--- config.mk ---
export PLATFORM = sky130hd
export DESIGN_NAME = mops_test_sequencer
export DESIGN_NICKNAME = d
export VERILOG_FILES = /design/src/rtl/mops_test_sequencer.sv
export SDC_FILE = /design/constraint.sdc
export NUM_CORES = 1
export LEC_CHECK = 0
export CAP_MARGIN = 0
export CORE_ASPECT_RATIO = 0.75
export CORE_UTILIZATION = 40
export DETAILED_ROUTE_END_ITERATION = 8
export PLACE_DENSITY = 0.8
export SLEW_MARGIN = 40
export SYNTH_ARGS = -nofsm -noshare
export SYNTH_HDL_FRONTEND = slang
export SYNTH_SLANG_ARGS = --single-unit
--- constraint.sdc ---
create_clock -name clk -period 5.5 [get_ports clk]
set_clock_uncertainty 0.1 [all_clocks]
set_input_delay 0.55 -clock clk [delete_from_list [all_inputs] [get_ports clk]]
set_output_delay 0.55 -clock clk [all_outputs]
set_load 0.05 [all_outputs]
--- src/rtl/mops_test_sequencer.sv ---
// Stimulus sequencer for MOPSHUB hub tests: walks CAN buses issuing SDO read requests,
// judges each response, counts errors and provides a free-running MOPS clock-enable tick.
module mops_test_sequencer #(
  parameter int DIV         = 4,
  parameter int ADC_CH_LAST = 7,
  parameter int TIMEOUT     = 1000
) (
  input  logic        clk,
  input  logic        rst,
  input  logic [4:0]  n_buses,
  input  logic        start_data_gen,
  input  logic        ext_rst_mops,
  input  logic        test_rx,
  input  logic        test_tx,
  output logic        frame_valid,
  input  logic        frame_ready,
  output logic [75:0] frame_data,
  input  logic        resp_valid,
  input  logic [75:0] resp_data,
  input  logic [4:0]  can_rec_select,
  output logic [7:0]  bus_id,
  output logic [5:0]  adc_ch,
  output logic        test_rx_start,
  output logic        test_rx_end,
  output logic        test_tx_start,
  output logic        test_tx_end,
  output logic [7:0]  err_cnt,
  output logic        tick_mops
);

  localparam int DW = (DIV > 1) ? $clog2(DIV) : 1;
  localparam int TW = (TIMEOUT > 1) ? $clog2(TIMEOUT) : 1;

  typedef enum logic [2:0] {IDLE, START, SEND, WAIT, NEXT, DONE} state_t;

  state_t        r_state;
  logic          r_armed;
  logic          r_modeRx;
  logic [4:0]    r_nBuses;
  logic [TW-1:0] r_timer;
  logic [DW-1:0] r_divCnt;
  logic          r_tick;
  logic          r_frameValid;
  logic [75:0]   r_frameData;
  logic [7:0]    r_busId;
  logic [5:0]    r_adcCh;
  logic [7:0]    r_errCnt;
  logic          r_rxStart, r_rxEnd, r_txStart, r_txEnd;

  logic w_respPass;
  logic w_moreCh;
  logic w_moreBus;
  logic w_timeout;
  logic w_unused;

  // RX frames read ADC subindex ch+1 of object 0x2400; TX frames read device type 0x1000.
  function automatic logic [75:0] buildFrame(input logic modeRx, input logic [7:0] bus,
                                             input logic [5:0] ch);
    logic [63:0] payload;
    if (modeRx) payload = {8'h40, 8'h00, 8'h24, {2'b00, ch} + 8'd1, 32'h0};
    else        payload = {8'h40, 8'h00, 8'h10, 40'h0};
    return {bus, 4'd8, payload};
  endfunction

  assign w_respPass = (resp_data[75:68] == r_busId) && (resp_data[63:56] == 8'h43) &&
                      (can_rec_select == r_busId[4:0]);
  assign w_moreCh   = r_modeRx && (r_adcCh < 6'(ADC_CH_LAST));
  assign w_moreBus  = r_busId < {3'b000, r_nBuses};
  assign w_timeout  = (r_timer == TW'(TIMEOUT - 1));
  assign w_unused   = &{1'b0, resp_data[67:64], resp_data[55:0]};

  always_ff @(posedge clk or posedge rst) begin
    if (rst) begin
      r_armed <= 1'b0;
    end else if (ext_rst_mops) begin
      r_armed <= 1'b0;
    end else if (start_data_gen) begin
      r_armed <= 1'b1;
    end
  end

  always_ff @(posedge clk or posedge rst) begin
    if (rst) begin
      r_divCnt <= '0;
      r_tick   <= 1'b0;
    end else if (r_divCnt == DW'(DIV - 1)) begin
      r_divCnt <= '0;
      r_tick   <= 1'b1;
    end else begin
      r_divCnt <= r_divCnt + 1'b1;
      r_tick   <= 1'b0;
    end
  end

  always_ff @(posedge clk or posedge rst) begin
    if (rst) begin
      r_state      <= IDLE;
      r_modeRx     <= 1'b0;
      r_nBuses     <= '0;
      r_timer      <= '0;
      r_frameValid <= 1'b0;
      r_frameData  <= '0;
      r_busId      <= '0;
      r_adcCh      <= '0;
      r_errCnt     <= '0;
      r_rxStart    <= 1'b0;
      r_rxEnd      <= 1'b0;
      r_txStart    <= 1'b0;
      r_txEnd      <= 1'b0;
    end else begin
      r_rxStart <= 1'b0;
      r_rxEnd   <= 1'b0;
      r_txStart <= 1'b0;
      r_txEnd   <= 1'b0;
      if (ext_rst_mops) begin
        r_state      <= IDLE;
        r_frameValid <= 1'b0;
      end else begin
        case (r_state)
          IDLE: begin
            if (r_armed && (test_rx || test_tx)) begin
              r_modeRx  <= test_rx;
              r_nBuses  <= n_buses;
              r_busId   <= '0;
              r_adcCh   <= '0;
              r_rxStart <= test_rx;
              r_txStart <= !test_rx;
              r_state   <= START;
            end
          end
          START: begin
            r_frameValid <= 1'b1;
            r_frameData  <= buildFrame(r_modeRx, r_busId, r_adcCh);
            r_state      <= SEND;
          end
          SEND: begin
            if (frame_ready) begin
              r_frameValid <= 1'b0;
              r_timer      <= '0;
              r_state      <= WAIT;
            end
          end
          WAIT: begin
            // A response arriving on the timeout cycle is still judged on its contents.
            if (resp_valid || w_timeout) begin
              if (!(resp_valid && w_respPass) && (r_errCnt != 8'hFF)) begin
                r_errCnt <= r_errCnt + 8'd1;
              end
              r_state <= NEXT;
            end else begin
              r_timer <= r_timer + 1'b1;
            end
          end
          NEXT: begin
            if (w_moreCh) begin
              r_adcCh      <= r_adcCh + 6'd1;
              r_frameValid <= 1'b1;
              r_frameData  <= buildFrame(r_modeRx, r_busId, r_adcCh + 6'd1);
              r_state      <= SEND;
            end else begin
              r_adcCh <= '0;
              if (w_moreBus) begin
                r_busId   <= r_busId + 8'd1;
                r_rxStart <= r_modeRx;
                r_txStart <= !r_modeRx;
                r_state   <= START;
              end else begin
                r_rxEnd <= r_modeRx;
                r_txEnd <= !r_modeRx;
                r_state <= DONE;
              end
            end
          end
          DONE: begin
            r_state <= IDLE;
          end
          default: begin
            r_state <= IDLE;
          end
        endcase
      end
    end
  end

  assign frame_valid   = r_frameValid;
  assign frame_data    = r_frameData;
  assign bus_id        = r_busId;
  assign adc_ch        = r_adcCh;
  assign test_rx_start = r_rxStart;
  assign test_rx_end   = r_rxEnd;
  assign test_tx_start = r_txStart;
  assign test_tx_end   = r_txEnd;
  assign err_cnt       = r_errCnt;
  assign tick_mops     = r_tick;

endmodule

==> key figures, run 1 <==
Floorplanning
  • Total die area: 0.0102 mm^2
  • Initial Util: 42.2%
  • Total core area: 0.00927 mm^2
  • Width of the die: 116 um
  • Total I/O pin count: 198
  • Die boundary height: 87.7 um
  • Row Count: 30

Synthesis
  • Unique masters post-synth: 50
  • Ys Warns: 0
  • #FFs+latches synth: 68
  • Asr flop ratio synth: 100%
  • Area contributors post-synth: dfrtp_1 43%, buf_4 11%, nand2_1 6.3%
  • Number of synthesized flops with an enable pin: 0
  • Mapped Area: 0.00391 mm^2
  • Sequential share of the synthesized area: 43.5%
  • Cell taking the most area after synthesis: dfrtp_1
  • Synth top area share: 43.5%
  • Mean Syn Cell Area: 9.14 um^2
  • Post-synth top flop: dfrtp_1
  • Post-Syn Instances: 428

Setup path
  • WP data required: 5610 ps
  • Critical Path, Cell by Cell: clkdlybuf4s50_1 > nand3_1 > or4_1 > or4_1 > and2_4 > mux2_4
  • CP Launch Point: resp_valid
  • Reg2reg end: err_cnt[1]$_DFFE_PP0P_
  • Crit-path most repeated cell: or4_1
  • Critical Path End Type: register
  • Worst Path Class, Setup: in2reg
  • R2R depth: 5
  • Crit path max-delay family: simple AND/OR/NAND/NOR gates
  • R2R Path Start: bus_id[5]$_DFFE_PP0P_
  • Crit path largest cell delay: 750 ps
  • Crit path depth: 6
  • Slowest CP cell: or4_1
  • CP max FO: 7
  • CP Data Arrival Time: 3050 ps
  • CP startpoint kind: input port
  • Reg2Reg Setup Slack: 2810 ps
  • CP bufs+invs: 1

Layout
  • Diodes inserted: 0
  • Area Growth Syn to Fin: 25.5%
  • Fillers: 839
  • Share of cells above drive strength 1: 4.71%
  • Nets: 611

Global route
  • Grt ovf: 0
  • Initial antenna violation count: 0
  • First-pass GRT wire length: 13800 um
  • Largest net degree at the start of global routing: 69
  • GRT Overall Usage: 17.9%
  • Vias in the first global route: 2820

Route
  • First-pass DRT Iterations: 4
  • DRC Markers: 0
  • Antenna-violating nets left: 0
  • Initial drt markers: 257
  • Vias per cell: 4.93
  • DRT Wirelength: 8600 um
  • DR vias: 3144
  • DR WL/cell: 13.5 um

Hold path
  • WHS Endpoint: r_divCnt[0]$_DFF_PP0_
  • Hold path depth: 1
  • Hold Crit Class: reg2reg
  • Hold Startpoint: r_divCnt[0]$_DFF_PP0_

Place
  • Port buffer count: 81
  • Post-DP HPWL: 6360 um
  • Gpl congestion: 0.877

STA
  • Tcrit/Tclk final: 53.5%
  • Setup TNS Final: 0 ps
  • Final Hold Viols: 0
  • Worst slew pin tran: 760 ps
  • Fmax: 340 MHz
  • RSZ-0062 raised after global routing: no
  • # setup viols final: 0
  • Final Critical Period: 2940 ps
  • Slew headroom: 49.3%
  • Max Slew Vio Count: 0

Power and ir drop
  • Internal: 1.04 mW
  • Clock network power share: 33.9%
  • Switch share: 36.0%
  • Leakage Power: 2.26 nW
  • Peak supply drop: 0.171 mV
  • Logic pwr share: 28.9%
  • Sequential Power Share: 37.3%
  • Total power per unit cell area: 330 mW/mm^2
  • NetSw: 583 uW
  • Total power: 1.62 mW

CTS
  • Clock Path Buffers: 2
  • Cts hold-fix bufs: 0
  • CTS Sinks: 68
  • CTS tree: built
  • Root Buffer: clkbuf_16
  • Cts bufs inserted: 9
  • H-tree level count: 3
  • Post-CTS sizing: 0
  • Clk_lat worst skew: 330 ps
  • Clock transition at path regs: 50 ps
  • Post-CTS Repair Setup Buffers: 0

Run status
  • Status: completed

Job
  • Max cap viols: 0
[state kept, by name, indices dropped and copies added, names as in the netlist]
signal         cells
r_modeRx           1
err_cnt            8
frame_data        18
r_timer           10
adc_ch             6
test_rx_end        1
frame_valid        1
r_divCnt           2
r_armed            1
bus_id             8
r_nBuses           5
test_rx_start      1
test_tx_end        1
test_tx_start      1
tick_mops          1
r_state            3
[area by class of cell]
cell class,instances,area [um^2],area share [%]
multi-input combinational,329,1880,38.3
sequential,68,1700,34.6
timing repair buffer,84,835,17.0
clock buffer,10,229,4.66
tap,128,160,3.26
clock inverter,5,53.8,1.10
inverter,14,52.6,1.07
[synth_stat cells, drive strengths merged (7+ instances only)]
master  count
nand4      12
o21ai      20
clkbuf     13
nand2      66
nor3       12
ha         11
nor4        7
buf        59
and3       11
nand2b      7
nor2b       8
nor2       20
xor2        8
dfrtp      68
xnor2      14
nand3      12
inv        14
a21oi       7
[per-layer routing]
| layer | vias to the layer above | global-route usage, % | share of wire (%) |
|---|---|---|---|
| met5 | - | 0 | 0 |
| met4 | 0 | 4.20 | 0.91 |
| met3 | 7 | 5.67 | 6.3 |
| met2 | 106 | 28.5 | 46 |
| met1 | 1501 | 24.0 | 47 |
| li1 | 1530 | - | - |
[power by group through the flow]
| stage | Sequential (mW) | Combinational (mW) | Clock (mW) |
|---|---|---|---|
| finish | 0.603 | 0.467 | 0.549 |
| global route | 0.612 | 0.508 | 0.587 |
| CTS | 0.602 | 0.467 | 0.561 |
| detailed placement | 0.610 | 0.466 | 0 |
| global placement | 0.607 | 0.453 | 0 |
| floorplan | 0.671 | 0.306 | 0 |
[stage by stage]
| step | instance area, um^2 | util [%] | worst slack (ps) | hold WS [ps] | std cells |
|---|---|---|---|---|---|
| after floorplan | 4120 | - | 2880 | 303 | 483 |
| after detailed placement | 4620 | 49.8 | 2210 | 336 | 622 |
| final | 4910 | 53.0 | 2560 | 338 | 638 |
| after global placement | 4620 | 49.8 | 2210 | 314 | 622 |
| after CTS | 4900 | 52.9 | 2550 | 344 | 637 |
| after global routing | 4910 | 53.0 | 2520 | 376 | 638 |
[kinds of logic (layout without fill, tap and decap cells)]
family | count (synthesis) | count (layout) | synth area share (%)
fa+ha+maj | 11 | 11 | 3.52
buf+inv | 86 | 113 | 13.8
simple gates | 174 | 174 | 22.5
mux | 5 | 5 | 1.41
other cells | 1 | 56 | 0.0958
compound gates | 61 | 61 | 10.2
xor+xnor | 22 | 22 | 4.92
flops | 68 | 68 | 43.5
[worst max path at each step]
stage                              to  slack, ps
6_report       err_cnt[1]$_DFFE_PP0P_       2560
5_1_grt        err_cnt[1]$_DFFE_PP0P_       2520
4_1_cts        err_cnt[1]$_DFFE_PP0P_       2550
3_5_place_dp   err_cnt[1]$_DFFE_PP0P_       2210
3_3_place_gp   err_cnt[1]$_DFFE_PP0P_       2210
2_1_floorplan  err_cnt[1]$_DFFE_PP0P_       2880
[cell usage in the layout (no fill, tap or decap), types with 8 or more instances in the layout]
cell,count
o21ai_0,10
nor2b_1,8
and3_1,11
nand2_1,66
nor2_1,19
conb_1,56
clkdlybuf4s50_1,81
xor2_1,8
inv_1,13
o21ai_1,10
clkbuf_16,9
nor3_1,12
nand4_1,12
dfrtp_1,68
xnor2_1,14
nand3_1,12
ha_1,11
Note: power is estimated with default switching activity, not from simulation.
==> run 2, diff against run 1 <==
--- a/config.mk
+++ b/config.mk
@@ -7,9 +7,9 @@
 export LEC_CHECK = 0
 export CAP_MARGIN = 0
 export CORE_ASPECT_RATIO = 0.75
-export CORE_UTILIZATION = 40
+export CORE_UTILIZATION = 37
 export DETAILED_ROUTE_END_ITERATION = 8
-export PLACE_DENSITY = 0.8
+export PLACE_DENSITY = 0.78
 export SLEW_MARGIN = 40
 export SYNTH_ARGS = -nofsm -noshare
 export SYNTH_HDL_FRONTEND = slang
==> constraint.sdc (replaced) <==
create_clock -name clk -period 2.4 [get_ports clk]
set_clock_uncertainty 0.1 [all_clocks]
set_input_delay 0.24 -clock clk [delete_from_list [all_inputs] [get_ports clk]]
set_output_delay 0.24 -clock clk [all_outputs]
set_load 0.05 [all_outputs]
==> key figures, run 2 (synthesis results as in run 1) <==
Run status
  • Status: completed

Global route
  • Met1 Usage GRT: 21.9%
  • Met3 Usage GRT: 6.28%
  • Vias in the first global route: 3006
  • GRT Overall Usage: 17.2%
  • Initial antenna violation count: 0
  • M2 GR Usage: 26.2%
  • First-pass GRT wire length: 14600 um
  • Largest net degree at the start of global routing: 32
  • Most Crowded Layer GR: met2
  • Grt ovf: 0

Floorplanning
  • Total I/O pin count: 198
  • Row Count: 32
  • Initial Util: 38.0%
  • Die boundary height: 91.1 um
  • Width of the die: 121 um
  • Total core area: 0.0103 mm^2
  • Total die area: 0.0110 mm^2

Power and ir drop
  • Internal: 2.67 mW
  • Logic pwr share: 28.1%
  • Total power: 4.06 mW
  • Sequential Power Share: 33.9%
  • Clock network power share: 38.0%
  • Peak supply drop: 0.445 mV
  • Leakage Power: 2.39 nW
  • Total power per unit cell area: 786 mW/mm^2
  • NetSw: 1.39 mW
  • Switch share: 34.3%

Layout
  • Commonest non-fill, non-tap cell in the layout: clkdlybuf4s50_1
  • Fillers: 934
  • Share of cells above drive strength 1: 9.40%
  • Area Growth Syn to Fin: 31.9%
  • Diodes inserted: 0
  • Nets: 632
  • Multi-input gate area: 0.00188 mm^2
  • FF/Latch Area: 0.00171 mm^2
  • Max FFs per register: 18
  • Final Util: 50.1%
  • Most frequent cells in the layout: 81 x clkdlybuf4s50_1, 66 x nand2_1, 65 x dfrtp_1

CTS
  • Clock transition at path regs: 60 ps
  • Clock Path Buffers: 2
  • Cts bufs inserted: 9
  • Root Buffer: clkbuf_16
  • H-tree level count: 3
  • Clk_lat worst skew: 340 ps
  • CTS Sinks: 68
  • CTS tree: built

STA
  • Setup TNS Final: 0 ps
  • Worst slew pin tran: 616 ps
  • Final Critical Period: 2270 ps
  • Fmax: 441 MHz
  • Tcrit/Tclk final: 94.4%
  • # setup viols final: 0
  • Final hold slack: 210 ps
  • RSZ-0062 raised after global routing: no
  • Slew headroom: 58.9%
  • Max Slew Vio Count: 0
  • Final Hold Viols: 0

Route
  • First-pass DRT Iterations: 6
  • DRC Markers: 0
  • DR WL/cell: 13.8 um
  • Initial drt markers: 129
  • DR vias: 3277
  • Antenna-violating nets left: 0
  • DRT Wirelength: 9190 um
  • Vias per cell: 4.91

Setup path
  • Reg2reg end: test_rx_start$_DFF_PP0_
  • Critical Path, Cell by Cell: ha_1 > a21oi_1 > o21ai_0 > a21oi_1 > nand3_1 > a2111oi_0
  • R2R depth: 6
  • CP Data Arrival Time: 2370 ps
  • Crit path largest cell delay: 460 ps
  • CP max FO: 7
  • CP Launch Point: bus_id[3]$_DFFE_PP0P_
  • Critical Path End Type: register
  • Slowest CP cell: dfrtp_1
  • Reg2Reg Setup Slack: 130 ps
  • Worst Path Class, Setup: reg2reg
  • CP startpoint kind: register
  • WP data required: 2500 ps
  • R2R Path Start: bus_id[3]$_DFFE_PP0P_
  • Crit-path most repeated cell: a21oi_1

Place
  • Gpl congestion: 0.835
  • Post-DP HPWL: 6810 um
  • Port buffer count: 81

Job
  • Max cap viols: 0

Hold path
  • Hold Crit Class: in2async
## run 2: cell count changes in the layout (fill, tap and decap cells not counted), sizes merged
cell and change:
clkinv -2, bufinv +2, buf +21, clkinvlp +1
## run 2: power by group through the flow
| stage | logic, mW | registers (mW) | clock network (mW) |
|---|---|---|---|
| floorplan | 0.702 | 1.54 | 0 |
| CTS | 1.13 | 1.38 | 1.56 |
| finish | 1.14 | 1.38 | 1.54 |
| detailed placement | 1.12 | 1.39 | 0 |
| global route | 1.21 | 1.40 | 1.60 |
| global placement | 1.10 | 1.39 | 0 |
## run 2: area by class of cell
cell class / count / share of cell area [%]
Sequential cell: 68 / 33.1
Clock inverter: 6 / 2.16
Clock buffer: 10 / 4.63
Tap cell: 136 / 3.30
Multi-Input combinational cell: 329 / 36.4
Timing Repair Buffer: 105 / 19.4
Inverter: 14 / 1.02
## run 2: stage by stage
stage          std cells  setup WS (ps)  area (um^2)
2_1_floorplan        483           22.2         4130
3_3_place_gp         651          -71.5         4800
3_5_place_dp         651           -102         4800
4_1_cts              667            159         5150
5_1_grt              668           5.09         5160
6_report             668            134         5160
## run 2: timing repair
action                                  4_1_cts  5_1_grt
gates resized for setup                       0        1
setup buffers                                 0        0
hold buffers                                  0        0
hold endpoints to repair                      0        0
endpoints found under the setup margin        0        1
## run 2: worst max-delay path: cells and delay by family, from the launching register on
kind	cells	cell delay [ps]
AO/OA/AOI/OAI	4	1080
adder cells (fa/ha/maj)	1	340
flip-flops	1	460
AND/OR/NAND/NOR	1	150
## run 2: worst max path at each step
stage,endpoint,cells past startpoint,slack [ps]
floorplan,err_cnt[1]$_DFFE_PP0P_,6,20
global placement,err_cnt[1]$_DFFE_PP0P_,6,-70
detailed placement,err_cnt[1]$_DFFE_PP0P_,6,-100
CTS,test_rx_start$_DFF_PP0_,6,160
global route,test_rx_start$_DFF_PP0_,6,5
finish,test_rx_start$_DFF_PP0_,6,130
## run 2: layer usage
layer	wire length (um)	vias up
met1	4130	1557
met5	0	-
met4	218	0
met2	4220	129
met3	622	17
li1	-	1574
